<file path="src/rtl/cic_decim_iq.sv">
// cic_decim_iq: dual-channel (I/Q) CIC decimator, runtime power-of-two rate, shared comb datapath.
// Optional round-half-up with positive saturation when CIC_DECIM_IQ_ROUND_EN is defined.
module cic_decim_iq #(
  parameter int IN_W          = 8,
  parameter int OUT_W         = 16,
  parameter int STAGES        = 3,
  parameter int RATE_LOG2_MAX = 6
) (
  input  logic                    CLK,
  input  logic                    RSTb,
  input  logic                    in_tick,
  input  logic signed [IN_W-1:0]  in_I,
  input  logic signed [IN_W-1:0]  in_Q,
  input  logic        [2:0]       rate_sel,
  output logic signed [OUT_W-1:0] out_I,
  output logic signed [OUT_W-1:0] out_Q,
  output logic                    out_tick,
  output logic                    overrun
);

  localparam int ACC_W   = IN_W + STAGES * RATE_LOG2_MAX;
  localparam int GAIN_SH = OUT_W - IN_W;
  localparam int SH_W    = ACC_W + GAIN_SH + 1;
  localparam int CNT_W   = RATE_LOG2_MAX + 1;
  localparam int IDX_W   = $clog2(2 * STAGES + 1);

  typedef enum logic [1:0] {IDLE, COMB, SCALE, OUT} state_t;

  state_t                  state_q, state_d;
  logic [2:0]              rate_act, rate_req;
  logic                    rate_chg;
  logic [CNT_W-1:0]        cnt, cnt_last;
  logic                    snap_evt, accept;
  logic [IDX_W-1:0]        idx, stage;
  logic                    comb_q_sel;

  logic signed [ACC_W-1:0] integ_i     [STAGES];
  logic signed [ACC_W-1:0] integ_q     [STAGES];
  logic signed [ACC_W-1:0] integ_i_nxt [STAGES];
  logic signed [ACC_W-1:0] integ_q_nxt [STAGES];
  logic signed [ACC_W-1:0] dly_i       [STAGES];
  logic signed [ACC_W-1:0] dly_q       [STAGES];

  logic signed [ACC_W-1:0] snap_i_p0, snap_q_p0;
  logic signed [ACC_W-1:0] work_p1, res_i_p1, res_q_p1;
  logic signed [ACC_W-1:0] comb_x, comb_d, comb_y;
  logic signed [OUT_W-1:0] scl_i_p2, scl_q_p2;

  // Gain normalisation: lift to OUT_W scale, then divide by R^STAGES = 2^(STAGES*rate).
  function automatic logic signed [OUT_W-1:0] scale(input logic signed [ACC_W-1:0] x,
                                                     input logic [2:0] r);
    logic signed [SH_W-1:0] v;
    int sh;
`ifdef CIC_DECIM_IQ_ROUND_EN
    logic signed [SH_W-1:0] lim;
`endif
    sh = STAGES * int'(r);
    v  = SH_W'(x);
    v  = v <<< GAIN_SH;
`ifdef CIC_DECIM_IQ_ROUND_EN
    if (sh > 0) v = v + (SH_W'(1) <<< (sh - 1));
    v   = v >>> sh;
    lim = '0;
    lim[OUT_W-2:0] = '1;
    if (v > lim) v = lim;
`else
    v = v >>> sh;
`endif
    return v[OUT_W-1:0];
  endfunction

  always_comb begin
    rate_req = rate_sel;
    if (int'(rate_sel) > RATE_LOG2_MAX) rate_req = 3'(RATE_LOG2_MAX);
  end

  assign rate_chg = (rate_req != rate_act);
  assign cnt_last = (CNT_W'(1) << rate_act) - CNT_W'(1);
  assign snap_evt = in_tick && !rate_chg && (cnt == cnt_last);
  assign accept   = snap_evt && (state_q == IDLE);

  // Integrators chain within one cycle; wrap-around is relied upon, never saturated.
  always_comb begin : integ_next
    logic signed [ACC_W-1:0] acc_i, acc_q;
    acc_i = ACC_W'(in_I);
    acc_q = ACC_W'(in_Q);
    for (int k = 0; k < STAGES; k++) begin
      acc_i          = integ_i[k] + acc_i;
      acc_q          = integ_q[k] + acc_q;
      integ_i_nxt[k] = acc_i;
      integ_q_nxt[k] = acc_q;
    end
  end

  always_ff @(posedge CLK or negedge RSTb) begin
    if (!RSTb) begin
      for (int k = 0; k < STAGES; k++) begin
        integ_i[k] <= '0;
        integ_q[k] <= '0;
      end
    end else if (rate_chg) begin
      for (int k = 0; k < STAGES; k++) begin
        integ_i[k] <= '0;
        integ_q[k] <= '0;
      end
    end else if (in_tick) begin
      for (int k = 0; k < STAGES; k++) begin
        integ_i[k] <= integ_i_nxt[k];
        integ_q[k] <= integ_q_nxt[k];
      end
    end
  end

  // Stage 0: decimation counter and snapshot of the last integrator (includes this tick).
  always_ff @(posedge CLK or negedge RSTb) begin
    if (!RSTb) begin
      rate_act  <= '0;
      cnt       <= '0;
      snap_i_p0 <= '0;
      snap_q_p0 <= '0;
    end else if (rate_chg) begin
      rate_act  <= rate_req;
      cnt       <= '0;
      snap_i_p0 <= '0;
      snap_q_p0 <= '0;
    end else if (in_tick) begin
      cnt <= (cnt == cnt_last) ? '0 : cnt + CNT_W'(1);
      if (accept) begin
        snap_i_p0 <= integ_i_nxt[STAGES-1];
        snap_q_p0 <= integ_q_nxt[STAGES-1];
      end
    end
  end

  always_comb begin
    state_d = state_q;
    case (state_q)
      IDLE:    if (accept) state_d = COMB;
      COMB:    if (idx == IDX_W'(2 * STAGES - 1)) state_d = SCALE;
      SCALE:   state_d = OUT;
      OUT:     state_d = IDLE;
      default: state_d = IDLE;
    endcase
    if (rate_chg) state_d = IDLE;
  end

  always_ff @(posedge CLK or negedge RSTb) begin
    if (!RSTb) begin
      state_q <= IDLE;
      idx     <= '0;
    end else begin
      state_q <= state_d;
      idx     <= (rate_chg || state_q != COMB) ? '0 : idx + IDX_W'(1);
    end
  end

  // Stage 1: one shared subtractor walks I stages then Q stages.
  always_comb begin
    comb_q_sel = (idx >= IDX_W'(STAGES));
    stage      = comb_q_sel ? idx - IDX_W'(STAGES) : idx;
    comb_x     = work_p1;
    if (stage == '0) comb_x = comb_q_sel ? snap_q_p0 : snap_i_p0;
    comb_d = '0;
    for (int k = 0; k < STAGES; k++) begin
      if (stage == IDX_W'(k)) comb_d = comb_q_sel ? dly_q[k] : dly_i[k];
    end
    comb_y = comb_x - comb_d;
  end

  always_ff @(posedge CLK or negedge RSTb) begin
    if (!RSTb) begin
      for (int k = 0; k < STAGES; k++) begin
        dly_i[k] <= '0;
        dly_q[k] <= '0;
      end
    end else if (rate_chg) begin
      for (int k = 0; k < STAGES; k++) begin
        dly_i[k] <= '0;
        dly_q[k] <= '0;
      end
    end else if (state_q == COMB) begin
      for (int k = 0; k < STAGES; k++) begin
        if (stage == IDX_W'(k)) begin
          if (comb_q_sel) dly_q[k] <= comb_x;
          else            dly_i[k] <= comb_x;
        end
      end
    end
  end

  always_ff @(posedge CLK) begin
    if (state_q == COMB) begin
      work_p1 <= comb_y;
      if (idx == IDX_W'(STAGES - 1))     res_i_p1 <= comb_y;
      if (idx == IDX_W'(2 * STAGES - 1)) res_q_p1 <= comb_y;
    end
    // Stage 2: normalise both channels together.
    if (state_q == SCALE) begin
      scl_i_p2 <= scale(res_i_p1, rate_act);
      scl_q_p2 <= scale(res_q_p1, rate_act);
    end
  end

  // Stage 3: publish; a rate change in this cycle suppresses the aborted sample.
  always_ff @(posedge CLK or negedge RSTb) begin
    if (!RSTb) begin
      out_I    <= '0;
      out_Q    <= '0;
      out_tick <= 1'b0;
      overrun  <= 1'b0;
    end else begin
      out_tick <= 1'b0;
      if (snap_evt && state_q != IDLE) overrun <= 1'b1;
      if (state_q == OUT && !rate_chg) begin
        out_tick <= 1'b1;
        out_I    <= scl_i_p2;
        out_Q    <= scl_q_p2;
      end
    end
  end

endmodule

</file>
<file path="config.mk">
export PLATFORM = sky130hd
export DESIGN_NAME = cic_decim_iq
export DESIGN_NICKNAME = d
export VERILOG_FILES = /design/src/rtl/cic_decim_iq.sv
export SDC_FILE = /design/constraint.sdc
export NUM_CORES = 1
export LEC_CHECK = 0
export BUFFER_PORTS_ARGS = -buffer_cell sky130_fd_sc_hd__buf_2
export CORE_ASPECT_RATIO = 0.5
export CORE_MARGIN = 2
export CORE_UTILIZATION = 30
export DETAILED_ROUTE_END_ITERATION = 6
export SKIP_CTS_REPAIR_TIMING = 1
export SLEW_MARGIN = 20
export SYNTH_ARGS = -nofsm -noshare
export SYNTH_HDL_FRONTEND = slang
export SYNTH_SLANG_ARGS = --single-unit
</file>
<file path="constraint.sdc">
create_clock -name CLK -period 5.5 [get_ports CLK]
set_input_delay 1.1 -clock CLK [delete_from_list [all_inputs] [get_ports CLK]]
set_output_delay 1.1 -clock CLK [all_outputs]
set_load 0.01 [all_outputs]
</file>
Word-level counts from Yosys, hierarchy flattened
Index checks and enable logic that the tools add are counted.

Register bits after elaboration: 523. Latch bits: 0. Bits in writable memories: 0. Memory bits (read-only): 0. Input bits: 22. Output and inout bits: 34. Memories: 0.

Add/subtract/negate cells: 11. Multiply operators: 1. Div/mod/pow operators: 0. Order comparisons: 2. Equality and inequality tests: 13. Shift operators: 3. Mux-type cells: 41. Bitwise gates (word level): 0. Reduce and logical (&&, ||, !) cells: 27.

Operators with widths (number): 78-bit two-way mux (8); 26-bit two-way mux (22); 26-bit adder (4); 34-bit by 5-bit >>> shifter with 16-bit output (2); 26-bit by 8-bit adder with 26-bit output (2); 26-bit subtractor (1); 7-bit two-way mux (3); 3-bit AND reduction (6); 2-bit nonzero test (8); 3-bit two-way mux (3); 2-bit case mux with 4 select lines (1); 2-bit AND reduction (4); 7-bit by 1-bit adder with 7-bit output, second input constant (1); 7-bit equality test (1); 1-bit by 3-bit left shift with 7-bit output, first input constant (1); 7-bit by 2-bit subtractor with 7-bit output, second input constant (1); 3-bit by 2-bit equality test with 1-bit output, second input constant (2); 2-bit two-way mux (3); 3-bit != test, second input constant (2); 1-bit logical AND (5); 2-bit by 3-bit multiplier with 5-bit output, first input constant (1); 2-bit equality test, second input constant (2); 3-bit by 1-bit adder with 3-bit output, second input constant (1); 3-bit by 1-bit equality test with 1-bit output, second input constant (1); 13 further kinds (13).

Depth between registers and ports, before layout
Word-level depth: 10. Mapped depth: 32.

Least setup slack after synthesis
Ideal clock, no wire load.

Path kind: input to register. Start: input port in_I[0]. End: register snap_i_p0[25]. Data arrival time: 6623 ps. Setup slack: -1253 ps. Stages on the path: 32. Path buffers: 1. Cells stage by stage: ha_1 > inv_1 > fa_1 > nor2b_1 > o21ai_0 > a21boi_0 > o21ai_0 > a21oi_1 > a21o_1 > a21oi_1 > xnor2_1 > ha_1 > buf_2 > a211oi_2 > nor2_1 > a2111oi_4 > o211ai_2 > a31oi_1 > nor2b_1 > nor2_1 > xnor2_1 > ha_1 > a21o_1 > a221oi_1 > o21ai_0 > a31oi_1 > o21ai_1 > a221o_1 > a21oi_1 > xnor3_1 > xnor2_1 > o21ai_1.

Word-level cells in the longest chain between the ends: 6.

Ends and longest elaborated chain: start, declared (RTL line 12) `input logic signed [IN_W-1:0] in_I,`; 26-bit by 8-bit adder with 26-bit output (RTL line 88) `acc_i = integ_i[k] + acc_i;`; 26-bit adder (2 in series) (RTL line 88); 26-bit two-way mux (RTL line 128) `if (accept) begin`; 26-bit two-way mux (RTL line 126) `end else if (in_tick) begin`; 26-bit two-way mux (RTL line 121) `end else if (rate_chg) begin`; end signal, assigned (RTL line 129) `snap_i_p0 <= integ_i_nxt[STAGES-1];`; end, declared (RTL line 44) `logic signed [ACC_W-1:0] snap_i_p0, snap_q_p0;`.

No other way between the ends. The select of a mux whose other input is x is not followed. A chain may end at the register's enable or synchronous reset.

Final worst setup path
Start: input port in_Q[0]. End: register integ_q[25] (netlist name).

Word-level cells in the longest chain between the ends: 5.

Ends and longest elaborated chain: start, declared (RTL line 13) `input logic signed [IN_W-1:0] in_Q,`; 26-bit by 8-bit adder with 26-bit output (RTL line 89) `acc_q = integ_q[k] + acc_q;`; 26-bit adder (2 in series) (RTL line 89); 78-bit two-way mux (RTL line 106) `end else if (in_tick) begin`; 78-bit two-way mux (RTL line 101) `end else if (rate_chg) begin`; end signal, assigned by index (RTL line 109) `integ_q[k] <= integ_q_nxt[k];`; end, declared (RTL line 38) `logic signed [ACC_W-1:0] integ_q [STAGES];`.

No other way between the ends. The select of a mux whose other input is x is not followed.

==> metrics <==
initial antenna violation count=0; Final period util=1.101; Place WS=-1.374 ns; Worst Path Buf+Inv=3; Nets=4,129; Rows=84; most frequent cells in the layout=583 x nand2_1, 487 x buf_4, 412 x dfrtp_1; Post-DP Area=37,590 um2; DRC marker count from the first detailed-route iteration=1,874; Synth Flop Type=dfrtp_1; top-area cell type share of the netlist area=0.3212; Sink Count=523; Syn Area/Cell=9.323 um2; Vias per Instance=5.060; Max clock buf depth=3; Vias=27,120; # IOs=56; first-pass GRT wire length=142,400 um; unrepaired setup endpoints after global routing=true; Worst slew margin=0.3380; RR Startpoint=integ_q[52]$_DFFE_PN0P_; fmax=165.1 MHz; total nets after synthesis=3,684; critical path arrival=6.61 ns; grt ovf=0; CTS tree=done; drt first pass iters=5; Detail Route Antenna Nets=0; Final Cell Area=40,940 um2; Yosys cell types=78; Worst setup EP type=register; Post-synth EDFFs=110; Port Buffers=55; Initial Util=0.3043; Tmin final=6.055 ns; top post-synthesis cells by area=dfrtp_1 32%, edfxtp_1 10%, ha_1 7.9%; WS Path Type=input port to register; FF+latch count, synth=523; failing checks=setup timing; drt wl/cell=16.78 um; worst min-delay path category=input port to async pin; sequential share of the synthesized area=0.4239; status=finished with violations; r2r setup slk=-0.43 ns; die area=110,000 um2; R2R cell count=31; commonest non-fill, non-tap cell in the layout=nand2_1; CP max FO=3; CTS root buffer=clkbuf_16; fin. max-slew vios=0; most used cell, CP=a21o_1; area leader, netlist=dfrtp_1; DRC errors left=0; worst path required time=6.05 ns; H-tree levels=2; peak supply drop=244.9 uV; fin worst setup slack=-0.5554 ns; CTS buffer count=55; Total Routing Usage GR=0.1566; Layout Skew=0.03378 ns; worst stage delay on the critical path=0.40 ns; GPL Wtd Cong=0.8801; Max Cap Violations=0; vias in the first global route=26,460; Die Y=235.6 um; layout cells sized above 1=0.2441; actual slew at the worst max-slew pin=0.9931 ns; final setup violation count=27; Async S/R FF share, synth=0.7897; type of origin of the critical path=input port; Leak=18.87 nW; Area Overhead vs Synth=27.23%; dpl hpwl=62,950 um; Worst-Skew Late Latency=0.65 ns; largest net degree at the start of global routing=114; reg2reg end=integ_q[25]$_DFFE_PN0P_; Synthesis Warnings=0; Routed WL=89,920 um; Synth Cell Area=32,170 um2; Crit-path slowest cell=a311o_1; cell area power density=261.7 nW/um2; Final Hold Vio Count=0; core box area=105,700 um2; die width=467.1 um; clk slew on worst S/H paths=0.07 ns; Post-Syn Instances=3,451; delay-heaviest family, CP=compound AO/OA/AOI/OAI gates; antenna diode count=0
==> cell families (layout without fill, tap and decap cells) <==
| kind of cell | count (synthesis) | in the layout | share of synthesized area |
|---|---|---|---|
| AOI/OAI and AO/OA | 930 | 930 | 0.1771 |
| xor gates and xnor gates | 167 | 167 | 0.04678 |
| adders and majority gates | 211 | 211 | 0.08392 |
| buffers and inverters | 246 | 736 | 0.02882 |
| DFF | 523 | 523 | 0.4239 |
| muxes | 258 | 258 | 0.09220 |
| and+or+nand+nor | 1116 | 1116 | 0.1473 |
==> final cells by class <==
class,instances,area [um2]
multi-input cells,2682,19000
flip-flops and latches,523,13640
fillers,10460,64800
clock buffers,77,1579
well taps,1419,1775
clock inverters,25,325.3
repair buffers,566,4363
inverters,68,255.2
==> cells in the mapped netlist, types with 71 or more instances <==
cell / instances
o21ai_0: 338
edfxtp_1: 110
a31oi_1: 73
nor2_1: 267
xnor2_1: 110
nand3_1: 71
a21o_1: 91
nand2_1: 592
clkbuf_1: 156
ha_1: 203
mux2i_1: 167
a21oi_1: 198
dfrtp_1: 413
==> through the flow <==
stage                     TNS, ns  utilization  power (mW)  cells  hold slack (ns)
after CTS                  -10.90       0.3735       10.57   5328           0.4817
after floorplan            -7.112            -       5.577   3451           0.4484
after global routing       -15.63       0.3872       11.20   5360           0.4907
after detailed placement   -46.32       0.3555       6.590   5226           0.4658
after global placement     -40.20       0.3555       6.558   5226           0.4608
final                      -5.308       0.3872       10.71   5360           0.4649
==> metal layers <==
metal	GRT usage	vias to the layer above	wire (um)
li1	-	13200	-
met2	0.2503	600	41600
met5	0	-	0
met3	0.02220	135	4118
met4	0.04330	0	2166
met1	0.2205	13190	42030
==> worst register-to-register path: cells and delay by family (launching register included) <==
kind	cells	cell delay, ns
xor+xnor	3	0.51
flops	1	0.40
buf+inv	2	0.19
compound gates	18	2.98
simple gates	4	0.66
fa+ha+maj	4	1.12
==> power breakdown <==
part	total (mW)	switching (mW)	internal, mW
combinational	2.67	1.45	1.22
clock	3.94	1.69	2.25
sequential	4.10	0.0423	4.06
total	10.7	3.18	7.53
==> state kept, by name, indices dropped and copies added (netlist names), 26 cells and up <==
register	cells
dly_i	78
dly_q	78
integ_i	78
integ_q	78
res_i_p1	26
res_q_p1	26
snap_i_p0	26
snap_q_p0	26
work_p1	26
==> worst max-delay path by stage <==
stage | from | end | cells past startpoint
floorplan | in_I[0] | snap_i_p0[25]$_DFFE_PN0P_ | 32
global placement | in_I[0] | snap_i_p0[25]$_DFFE_PN0P_ | 33
detailed placement | in_I[7] | snap_i_p0[25]$_DFFE_PN0P_ | 27
CTS | in_I[7] | snap_i_p0[25]$_DFFE_PN0P_ | 27
global route | in_I[0] | snap_i_p0[25]$_DFFE_PN0P_ | 33
finish | in_Q[0] | integ_q[25]$_DFFE_PN0P_ | 32
(Power assumes the default switching activity.)
